===== config.mk =====
export PLATFORM = sky130hd
export DESIGN_NAME = scan_chain_ctrl
export DESIGN_NICKNAME = d
export VERILOG_FILES = /design/src/rtl/scan_pkg.sv /design/src/rtl/scan_phase_cnt.sv /design/src/rtl/scan_chain_ctrl.sv
export SDC_FILE = /design/constraint.sdc
export NUM_CORES = 1
export LEC_CHECK = 0
export CAP_MARGIN = 25
export CORE_ASPECT_RATIO = 1.25
export CORE_UTILIZATION = 51
export CTS_BUF_LIST = sky130_fd_sc_hd__clkbuf_16
export DETAILED_ROUTE_END_ITERATION = 7
export PLACE_DENSITY = 0.75
export SETUP_SLACK_MARGIN = 0.3
export SYNTH_ARGS = -nofsm -noshare
export SYNTH_HDL_FRONTEND = slang
export SYNTH_SLANG_ARGS = --single-unit

===== constraint.sdc =====
create_clock -name clk -period 2.5 [get_ports clk]
set_input_delay 0.625 -clock clk [delete_from_list [all_inputs] [get_ports clk]]
set_output_delay 0.625 -clock clk [all_outputs]
set_load 0.02 [all_outputs]

===== src/rtl/scan_pkg.sv =====
// Shared types and default sizing for the scan chain test controller.
package scan_pkg;

  localparam int unsigned SCAN_CHAIN_LEN = 4;
  localparam int unsigned SCAN_OUT_LAT   = 1;

  typedef enum logic [2:0] {
    IDLE      = 3'd0,
    SHIFT_IN  = 3'd1,
    CAPTURE   = 3'd2,
    SHIFT_OUT = 3'd3,
    DONE      = 3'd4
  } scan_state_t;

endpackage


===== src/rtl/scan_phase_cnt.sv =====
// Loadable up-counter with terminal-count compare; times the shift-in and shift-out phases.
module scan_phase_cnt #(
  parameter int unsigned W = 3
) (
  input  logic         clk,
  input  logic         rst,
  input  logic         clr_i,
  input  logic         en_i,
  input  logic [W-1:0] term_i,
  output logic [W-1:0] cnt_o,
  output logic         tc_c_o
);

  logic [W-1:0] cnt_q, cnt_d;

  always_comb begin
    cnt_d = cnt_q;
    if (clr_i) begin
      cnt_d = '0;
    end else if (en_i) begin
      cnt_d = cnt_q + W'(1);
    end
  end

  always_ff @(posedge clk or posedge rst) begin
    if (rst) begin
      cnt_q <= '0;
    end else begin
      cnt_q <= cnt_d;
    end
  end

  assign cnt_o  = cnt_q;
  assign tc_c_o = (cnt_q == term_i);

endmodule


===== src/rtl/scan_chain_ctrl.sv =====
// Scan test controller: loads a pattern into the chain, pulses one capture cycle,
// unloads the response and compares it with the expected vector.
module scan_chain_ctrl
  import scan_pkg::*;
#(
  parameter int unsigned CHAIN_LEN = SCAN_CHAIN_LEN,
  parameter int unsigned OUT_LAT   = SCAN_OUT_LAT
) (
  input  logic                 clk,
  input  logic                 rst,
  input  logic                 start,
  input  logic [CHAIN_LEN-1:0] pattern_in,
  input  logic [CHAIN_LEN-1:0] expect_in,
  input  logic                 chain_so,
  output logic                 scan_en,
  output logic                 scan_in,
  output logic                 busy,
  output logic                 done,
  output logic                 pass,
  output logic [CHAIN_LEN-1:0] capture_data
);

  localparam int unsigned CW = $clog2(CHAIN_LEN + OUT_LAT + 1);

  scan_state_t          state_q, state_d;
  logic [CHAIN_LEN-1:0] pat_q, pat_d;
  logic [CHAIN_LEN-1:0] exp_q, exp_d;
  logic [CHAIN_LEN-1:0] cap_q, cap_d;
  logic                 pass_q, pass_d;
  logic                 scan_en_q, scan_en_d;
  logic                 scan_in_q, scan_in_d;
  logic                 busy_q, busy_d;
  logic                 done_q, done_d;

  logic                 cnt_clr, cnt_en, cnt_tc;
  logic [CW-1:0]        cnt, cnt_term;

  // Terminal count depends on which shift phase is running.
  assign cnt_term = (state_q == SHIFT_IN) ? CW'(CHAIN_LEN - 1)
                                          : CW'(CHAIN_LEN + OUT_LAT - 1);

  scan_phase_cnt #(
    .W (CW)
  ) u_phase_cnt (
    .clk    (clk),
    .rst    (rst),
    .clr_i  (cnt_clr),
    .en_i   (cnt_en),
    .term_i (cnt_term),
    .cnt_o  (cnt),
    .tc_c_o (cnt_tc)
  );

  // Outputs are computed for the next cycle so the pins come straight from flops.
  always_comb begin
    state_d   = state_q;
    pat_d     = pat_q;
    exp_d     = exp_q;
    cap_d     = cap_q;
    pass_d    = pass_q;
    scan_en_d = 1'b0;
    scan_in_d = 1'b0;
    done_d    = 1'b0;
    cnt_clr   = 1'b0;
    cnt_en    = 1'b0;

    case (state_q)
      IDLE: begin
        if (start) begin
          exp_d     = expect_in;
          cap_d     = '0;
          pass_d    = 1'b0;
          cnt_clr   = 1'b1;
          state_d   = SHIFT_IN;
          scan_en_d = 1'b1;
          scan_in_d = pattern_in[CHAIN_LEN-1];
          pat_d     = pattern_in << 1;
        end
      end
      SHIFT_IN: begin
        if (cnt_tc) begin
          cnt_clr = 1'b1;
          state_d = CAPTURE;
        end else begin
          cnt_en    = 1'b1;
          scan_en_d = 1'b1;
          scan_in_d = pat_q[CHAIN_LEN-1];
          pat_d     = pat_q << 1;
        end
      end
      CAPTURE: begin
        cnt_clr   = 1'b1;
        state_d   = SHIFT_OUT;
        scan_en_d = 1'b1;
      end
      SHIFT_OUT: begin
        // First OUT_LAT cycles only flush the output pipeline.
        if (cnt >= CW'(OUT_LAT)) begin
          cap_d = (cap_q << 1) | CHAIN_LEN'(chain_so);
        end
        if (cnt_tc) begin
          state_d = DONE;
          done_d  = 1'b1;
          pass_d  = (cap_d == exp_q);
        end else begin
          cnt_en    = 1'b1;
          scan_en_d = 1'b1;
        end
      end
      DONE: begin
        state_d = IDLE;
      end
      default: begin
        state_d = IDLE;
      end
    endcase

    busy_d = (state_d != IDLE);
  end

  always_ff @(posedge clk or posedge rst) begin
    if (rst) begin
      state_q   <= IDLE;
      pat_q     <= '0;
      exp_q     <= '0;
      cap_q     <= '0;
      pass_q    <= 1'b0;
      scan_en_q <= 1'b0;
      scan_in_q <= 1'b0;
      busy_q    <= 1'b0;
      done_q    <= 1'b0;
    end else begin
      state_q   <= state_d;
      pat_q     <= pat_d;
      exp_q     <= exp_d;
      cap_q     <= cap_d;
      pass_q    <= pass_d;
      scan_en_q <= scan_en_d;
      scan_in_q <= scan_in_d;
      busy_q    <= busy_d;
      done_q    <= done_d;
    end
  end

  assign scan_en      = scan_en_q;
  assign scan_in      = scan_in_q;
  assign busy         = busy_q;
  assign done         = done_q;
  assign pass         = pass_q;
  assign capture_data = cap_q;

endmodule


==> flow_summary.yaml <==
run_status:
  status: "completed"
clock_tree:
  tritoncts: "yes"
  clk_path_buf_depth: 2
  clkTransAtPathRegs_ns: 0.05
  cts_sinks: 22
  cts_buffers: 3
  h-tree-depth: 1
  clk_latency_ns: 0.25
  cts_root_buf: "clkbuf_16"
timing:
  worst_pin_slew_ns: 0.403
  period_share_pct: 83.3
  tns_ns: 0
  final_hold_viol_count: 0
  slew_violations: 0
  fmax_mhz: 480
  grt_setup_unrepaired: "false"
  relSlewSlack_pct: 72.9
  fin_skew_ns: 0.00134
  timing.final.crit_period_ns: 2.08
  setup_viol: 0
setup_path:
  arrival_ns: 2.20
  slowest_delay_ns: 0.78
  critPathSlowestCell: "or4b_2"
  crit_path_start_kind: "primary input"
  cp-end-kind: "flop"
  crit_type: "primary input to flop"
  critical_path.cell_chain: "clkdlybuf4s50_1 > or4b_2 > o22ai_1 > a31oi_1"
  crit_family: "simple AND/OR/NAND/NOR gates"
  crit_required_ns: 2.62
  critical_path.max_fanout: 13
  critPathBufInv: 1
yosys:
  yosysTopAreaCellShare_pct: 47.7
  yosysTopAreaCell: "dfrtp_1"
  syn-num-nets: 136
  synth_warnings: 0
  seq_area_frac_synth_pct: 47.7
  yosysUniqueCellTypes: 33
  synth.area.top_cells: "dfrtp_1, nand2_1, o21ai_0"
  ys_ff_latch: 22
  synthCells: 122
  syn_avg_cell_area_um2: 9.47
  synth_area_um2: 1150
finish:
  area_growth_pct: 25.0
  final_nets: 157
  n_fill_cell: 158
  layout-drive-gt1-share_pct: 9.22
  final_core_util_pct: 70.5
  stdcell_area_um2: 1440
  antenna_cells: 0
  final-instance-count-excl-fill: 171
route:
  drt_iter0_drc: 21
  wl_per_cell_um: 12.9
  first_pass_iters: 4
  vias_per_cell: 5.38
  drc: 0
  final_antenna_net_count: 0
  vias: 920
  routed_wirelength_um: 2210
die:
  initial_core_util_pct: 56.3
  die_width_um: 44.6
  coreArea_um2: 2050
  die_y_um: 55.2
  row_count: 18
  io_pins: 21
  dieArea_um2: 2460
global_route:
  grt.overflow.total: 0
  grt_max_degree: 23
  grt_use_total_pct: 20.4
  grt_pass1_wl_um: 3830
  grt_pass1_vias: 882
  antenna_found_initial: 0
run:
  maxCapViolations: 0
power_and_ir_drop:
  power_mw: 1.82
  power.density_nw_per_um2: 1260
  power_leakage_nw: 0.630
  ir_drop_uv: 700
placed_design:
  io_buffers: 20
  place.gp.congestion: 0.824
  dp_cells: 168
  place_area_um2: 1360
  dpl.hpwl_um: 1580
min_path:
  hold_class: "flop to flop"
-- Yosys cell counts --
| cell type | count |
|---|---|
| ha_1 | 2 |
| or4b_2 | 1 |
| nand3b_1 | 3 |
| nor2b_1 | 2 |
| o22ai_1 | 4 |
| a2111oi_4 | 1 |
| and2_1 | 1 |
| xor2_1 | 4 |
| o221ai_1 | 1 |
| buf_6 | 3 |
| clkbuf_1 | 3 |
| nor2_1 | 5 |
| nor3b_1 | 1 |
| o211ai_1 | 1 |
| a221oi_1 | 1 |
| o31ai_2 | 1 |
| a31oi_1 | 3 |
| or4_4 | 1 |
| dfrtp_1 | 22 |
| inv_1 | 8 |
| and3_2 | 2 |
| nor3_1 | 4 |
| nand3_1 | 4 |
| a21oi_1 | 2 |
| and3b_1 | 1 |
| nand2_1 | 23 |
| nor4b_1 | 1 |
| a211oi_2 | 1 |
| o21ai_0 | 10 |
| o31ai_1 | 2 |
| nor4_1 | 2 |
| or3_1 | 1 |
| nand4_1 | 1 |
-- layer usage --
layer / global-route usage (%) / wire length (um)
met1: 26.9 / 1020
met2: 32.6 / 1120
met5: 0 / 0
met3: 2.94 / 66
met4: 8.66 / 11
-- layout make-up --
class / count / area, um2 / area share, %
Sequential cell: 22 / 551 / 38.1
Inverter: 8 / 30.0 / 2.08
Timing Repair Buffer: 22 / 215 / 14.9
Clock buffer: 3 / 75.1 / 5.20
Multi-Input combinational cell: 86 / 536 / 37.1
Tap cell: 30 / 37.5 / 2.60
-- cell families after synthesis --
logic type / after synthesis / share of synthesized area [%]
AO/OA/AOI/OAI: 27 / 17.0
XOR/XNOR: 4 / 3.03
adder cells (fa/ha/maj): 2 / 2.17
buffers and inverters: 14 / 6.50
flip-flops: 22 / 47.7
AND/OR/NAND/NOR: 53 / 23.6
-- tightest hold or removal path, stage by stage, from the launching register on --
cell and delay (ns):
dfrtp_1 0.35, nand3_1 0.07, nand2_1 0.07
-- layout by cell type (no fill, tap or decap), types with 4 or more instances in the layout --
cell type	synthesis	routed
nand3_1	4	4
nor3_1	4	4
o22ai_1	4	4
xor2_1	4	4
inv_1	8	8
nor2_1	5	5
clkdlybuf4s50_1	0	20
o21ai_0	10	10
nand2_1	23	23
dfrtp_1	22	22
-- worst paths after layout --
| kind | from | to | slack, ns | cells after the start |
|---|---|---|---|---|
| max in group asynchronous | rst | done | 1.57 | 3 |
| setup reg to reg | u_phase_cnt.cnt_o[1] | pass | 0.47 | 6 |
| hold reg to reg | pat_q[1] | pat_q[1] | 0.52 | 2 |
| min in group asynchronous | rst | scan_in | 0.71 | 3 |
| setup / recovery | start | pat_q[2] | 0.42 | 4 |
| hold / removal | pat_q[1] | pat_q[1] | 0.52 | 2 |
-- registers in the layout, summed over array words and instances (netlist names) --
| name | count |
|---|---|
| pat_q | 3 |
| scan_in | 1 |
| exp_q | 4 |
| capture_data | 4 |
| state_q | 3 |
| u_phase_cnt.cnt_o | 3 |
| done | 1 |
| busy | 1 |
| pass | 1 |
| scan_en | 1 |
-- where the power goes --
group | internal [mW] | leakage (nW) | switching, mW
Clock | 0.211 | 0.0370 | 0.111
Sequential | 0.509 | 0.271 | 0.209
Combinational | 0.372 | 0.322 | 0.413
Total | 1.09 | 0.630 | 0.733
-- metrics by stage --
| stage | setup WS, ns | hold slack, ns |
|---|---|---|
| final | 0.416 | 0.516 |
| after global routing | 0.369 | 0.532 |
| after CTS | 0.427 | 0.520 |
| after detailed placement | 0.159 | 0.506 |
| after global placement | 0.201 | 0.487 |
| after floorplan | 0.681 | 0.467 |
-- repair_timing --
action / CTS / global route
buffers inserted: 0 / 0
endpoints found under the setup margin: 0 / 1
hold buffers: 0 / 0
resized for setup: 0 / 1
Note: power is estimated with default switching activity, not from simulation.
==> patch 1: new RTL, config.mk and constraints unchanged <==
Register the input `pattern_in` before use, with the module's reset. The logic sees it one clock later. The other inputs are not delayed to match.
--- a/src/rtl/scan_chain_ctrl.sv
+++ b/src/rtl/scan_chain_ctrl.sv
@@ -21,6 +21,16 @@
 );
 
   localparam int unsigned CW = $clog2(CHAIN_LEN + OUT_LAT + 1);
+
+  logic [CHAIN_LEN-1:0] pattern_q;
+
+  always_ff @(posedge clk or posedge rst) begin
+    if (rst) begin
+      pattern_q <= '0;
+    end else begin
+      pattern_q <= pattern_in;
+    end
+  end
 
   scan_state_t          state_q, state_d;
   logic [CHAIN_LEN-1:0] pat_q, pat_d;
@@ -73,8 +83,8 @@
           cnt_clr   = 1'b1;
           state_d   = SHIFT_IN;
           scan_en_d = 1'b1;
-          scan_in_d = pattern_in[CHAIN_LEN-1];
-          pat_d     = pattern_in << 1;
+          scan_in_d = pattern_q[CHAIN_LEN-1];
+          pat_d     = pattern_q << 1;
         end
       end
       SHIFT_IN: begin
Formal check against the unedited RTL: not equivalent (Yosys sat finds a counterexample within 4 cycles, from zero or initial values and one cycle with rst high).
==> patch 1 against the unedited design <==
Setup slack improved by 0.11 ns. Via count grew 5.4%. Wire length up 6.3%. Sequential cell count increased by 4. Cell area up 5.7%. Power grew 3.3%. First-iteration DRC count up 4.8%. Area after synthesis rose by 6.3%. Critical path type is now register to register. Highest routed layer unchanged.
==> patch 1: results (changes against the unedited design) <==
- 1st-iter DRT viols: 22 (+4.8%)
- Via density: 5.51 (+2.4%)
- Max incr delay on CP: 0.50 ns (-0.28 ns)
- Met3 wire length: 85 um (+29%)
- First-pass GRT wire length: 4060 um (+6.1%)
- Status: finished, final reports clean
- GPL Wtd Cong: 0.865 (+5.0%)
- CP arrival: 2.11 ns (-0.09 ns)
- CP max stage cell: dfrtp_1
- Nets: 160 (+1.9%)
- Number of global-route vias before repair: 945 (+7.1%)
- M1 WL: 1000 um (-1.8%)
- GRT Total Usage: 21.4% (+1.0 points)
- VDD IR max: 0.792 mV (+13%)
- HPWL after DPL: 1660 um (+5.0%)
- Share of cells above drive strength 1: 7.59% (-1.6 points)
- Crit path max fanout: 8 (-5)
- Hold Crit Depth: 1 (-1)
- R2R depth: 7 (+1)
- R2R setup slack: 0.53 ns (+0.06 ns)
- Sequential share of the synthesized area: 53.0% (+5.3 points)
- Pin count of the biggest net entering global routing: 27 (+17%)
- Placed Cells: 172 (+2.4%)
- Hold Path Sink: scan_in
- Leakage power: 0.677 nW (+7.5%)
- Post-Syn Instances: 123 (+0.82%)
- HP Start: pattern_q[3]
- DP Area: 1450 um2 (+6.2%)
- Area contributors post-synth: dfrtp_1, nand2_1, nor2_1
- Total Wirelength: 2350 um (+6.3%)
- Met2 wire length: 1220 um (+9.5%)
- Post-synth top cells: dfrtp_1, nand2_1, nor2_1, o21ai_1, inv_1
- Synth Net Count: 137 (+0.74%)
- Max_slew headroom: 60.3% (-13 points)
- Synth cell types: 36 (+9.1%)
==> patch 1: changes by cell type after synthesis, moves of 3 or more <==
| cell | before | now |
|---|---|---|
| dfrtp_1 | 22 | 26 |
| xor2_1 | 4 | 1 |
| o21ai_1 | 0 | 7 |
| nor2_1 | 5 | 15 |
| nand3_1 | 4 | 1 |
| nor3_1 | 4 | 1 |
| a211oi_1 | 0 | 4 |
| o22ai_1 | 4 | 0 |
| o21ai_0 | 10 | 1 |
==> patch 1: area by class of cell <==
type	count	area, um2
Multi-Input combinational cell	87	520
Clock inverter	1	3.75
Sequential cell	26	651
Timing Repair Buffer	22	215
Inverter	6	22.5
Fill cell	189	708
Tap cell	31	38.8
Clock buffer	3	75.1
==> patch 1: through the flow <==
step,hold slack (ns),total power [mW]
floorplan,0.438,1.32
global route,0.496,2.03
finish,0.470,1.88
global placement,0.458,1.51
detailed placement,0.458,1.54
CTS,0.474,1.89
==> patch 1: routing by layer <==
metal / vias to the layer above / track usage [%]
li1: 468 / -
met1: 463 / 28.4
met2: 31 / 33.8
met3: 8 / 3.22
met4: 0 / 8.82
met5: - / 0
==> patch 1: cell families after synthesis <==
| family | share of synthesized area (%) |
|---|---|
| and+or+nand+nor | 22.8 |
| adders and majority gates | 2.04 |
| AOI/OAI and AO/OA | 13.8 |
| xor gates and xnor gates | 2.14 |
| buffers and inverters | 4.59 |
| DFF | 53.0 |
| muxes | 1.63 |
==> patch 1: worst max-delay path, delay by kind of cell (launching register included) <==
kind	cells	cell delay (ns)
simple gates	2	0.56
flops	1	0.50
compound gates	3	0.49
fa+ha+maj	1	0.21
buf+inv	1	0.08
==> patch 1: how the worst max path moves through the flow <==
| stage | start | endpoint | slack, ns | cells after the start |
|---|---|---|---|---|
| after global routing | u_phase_cnt.cnt_o[1] | pass | 0.44 | 7 |
| after global placement | start | pat_q[1] | 0.55 | 5 |
| after detailed placement | start | pat_q[1] | 0.53 | 5 |
| after floorplan | u_phase_cnt.cnt_o[0] | busy | 0.75 | 6 |
| after CTS | capture_data[2] | capture_data[2] | 0.53 | 1 |
| final | u_phase_cnt.cnt_o[1] | pass | 0.53 | 7 |
==> patch 1: power by group <==
group          leakage (nW)  internal [mW]  total [mW]  switching (mW)
registers             0.318          0.571       0.747           0.177
logic                 0.321          0.365       0.789           0.424
clock network        0.0385          0.214       0.348           0.134
total                 0.677           1.15        1.88           0.735
==> patch 2: new RTL, same flow settings <==
Without the edit above. `SCAN_CHAIN_LEN`: 4 -> 2.
--- a/src/rtl/scan_pkg.sv
+++ b/src/rtl/scan_pkg.sv
@@ -1,7 +1,7 @@
 // Shared types and default sizing for the scan chain test controller.
 package scan_pkg;
 
-  localparam int unsigned SCAN_CHAIN_LEN = 4;
+  localparam int unsigned SCAN_CHAIN_LEN = 2;
   localparam int unsigned SCAN_OUT_LAT   = 1;
 
   typedef enum logic [2:0] {
Ports: changed (resized capture_data, expect_in and pattern_in); port bits go from 21 to 15. No check against the original RTL was run, so the function may have changed too.
==> patch 2 against the unedited design <==
Via count is 36% lower. First-iteration DRC count is 4.8% higher. Clock power decreased by 5%. Area after synthesis decreased by 32%. Clock skew is essentially flat. Power is 26% lower. Sequential cell count fell by 7. Setup slack better by 0.19 ns. Final cell count decreased by 40%. Synthesized cell count down 43%. Cell area decreased by 30%. Wire length fell by 36%. Largest cell class unchanged.
==> patch 2: results (changes against the unedited design) <==
- Status: finished, final reports clean
- Synth cell types: 35 (+6.1%)
- CP delay by family, top: buffers and inverters
- Synth Area in Compound Gates: 17.1% (+0.11 points)
- Synth Net Count: 79 (-42%)
- Leakage power: 0.428 nW (-32%)
- R2R depth: 5 (-1)
- First-pass GRT wire length: 2420 um (-37%)
- Number of global-route vias before repair: 552 (-37%)
- CP max stage cell: clkdlybuf4s50_1
- CP startpoint: capture_data[0]
- Crit path max fanout: 5 (-8)
- Area share of xor/xnor cells in the synthesized design: 2.22% (-0.81 points)
- Sequential share of the synthesized area: 47.5% (-0.13 points)
- Most common cell in the netlist: dfrtp_1
- Syn-to-layout area delta: 27.6%
- GRT Total Usage: 20.3% (about the same)
- Synth Area in Adders: 1.58% (-0.58 points)
- Placed Cells: 98 (-42%)
- Post-Syn Instances: 70 (-43%)
- Post-synth top cells: dfrtp_1, inv_1, nor2_1, a31oi_1, nor3_1
- Mux cell area share after synthesis: 5.39% (+5.4 points)
- Pin count of the biggest net entering global routing: 19 (-17%)
- Total Wirelength: 1430 um (-36%)
- Fin cells: 102 (-40%)
[patch 2: cell count changes in the layout (fill, tap and decap cells not counted), sizes merged, moves of 3 or more]
cell	before	now
nand2	23	1
o21ai	10	2
dfrtp	22	15
clkdlybuf4s50	20	14
nand3	4	0
inv	8	5
o22ai	4	1
[patch 2: cells by family (layout without fill, tap and decap cells)]
logic type      count (synthesis)  count (layout)
simple gates                   22              22
compound gates                 18              18
flops                          15              15
buf+inv                         8              23
mux                             4               4
xor+xnor                        2               2
fa+ha+maj                       1               1
[patch 2: layout make-up]
type | instances | area, um2 | share of cell area [%]
Inverter | 5 | 18.8 | 1.86
Tap cell | 17 | 21.3 | 2.11
Multi-Input combinational cell | 47 | 372 | 36.9
Sequential cell | 15 | 375 | 37.3
Clock buffer | 3 | 75.1 | 7.45
Timing Repair Buffer | 14 | 140 | 13.9
Clock inverter | 1 | 5.00 | 0.497
[patch 2: worst min-delay path by stage]
stage	depth (start not counted)	endpoint	slack (ns)	start
final	1	pass	0.49	pass
after global routing	1	pass	0.53	pass
after floorplan	1	exp_q[0]	0.48	exp_q[0]
after detailed placement	1	pass	0.49	pass
after CTS	1	pass	0.50	pass
after global placement	1	pass	0.49	pass
[patch 2: metal layers]
layer  track usage, %  part of all wire [%]  up-vias
met1             27.4                    48      282
met3             1.47                   2.1        2
li1                 -                     -      291
met2             31.6                    49       12
met5                0                     0        -
met4             12.6                  0.84        0
[patch 2: stage by stage]
| step | utilization [%] | cell area (um2) | setup WS, ns |
|---|---|---|---|
| after floorplan | - | 790 | 1.02 |
| after global placement | 65.9 | 927 | 0.548 |
| after detailed placement | 65.9 | 927 | 0.526 |
| after CTS | 71.6 | 1010 | 0.600 |
| after global routing | 71.6 | 1010 | 0.567 |
| final | 71.6 | 1010 | 0.608 |
[patch 2: report_power, final]
group	internal, mW	total, mW	switching (mW)	leakage, nW
sequential	0.343	0.482	0.139	0.183
combinational	0.290	0.553	0.263	0.204
clock	0.213	0.306	0.0928	0.0409
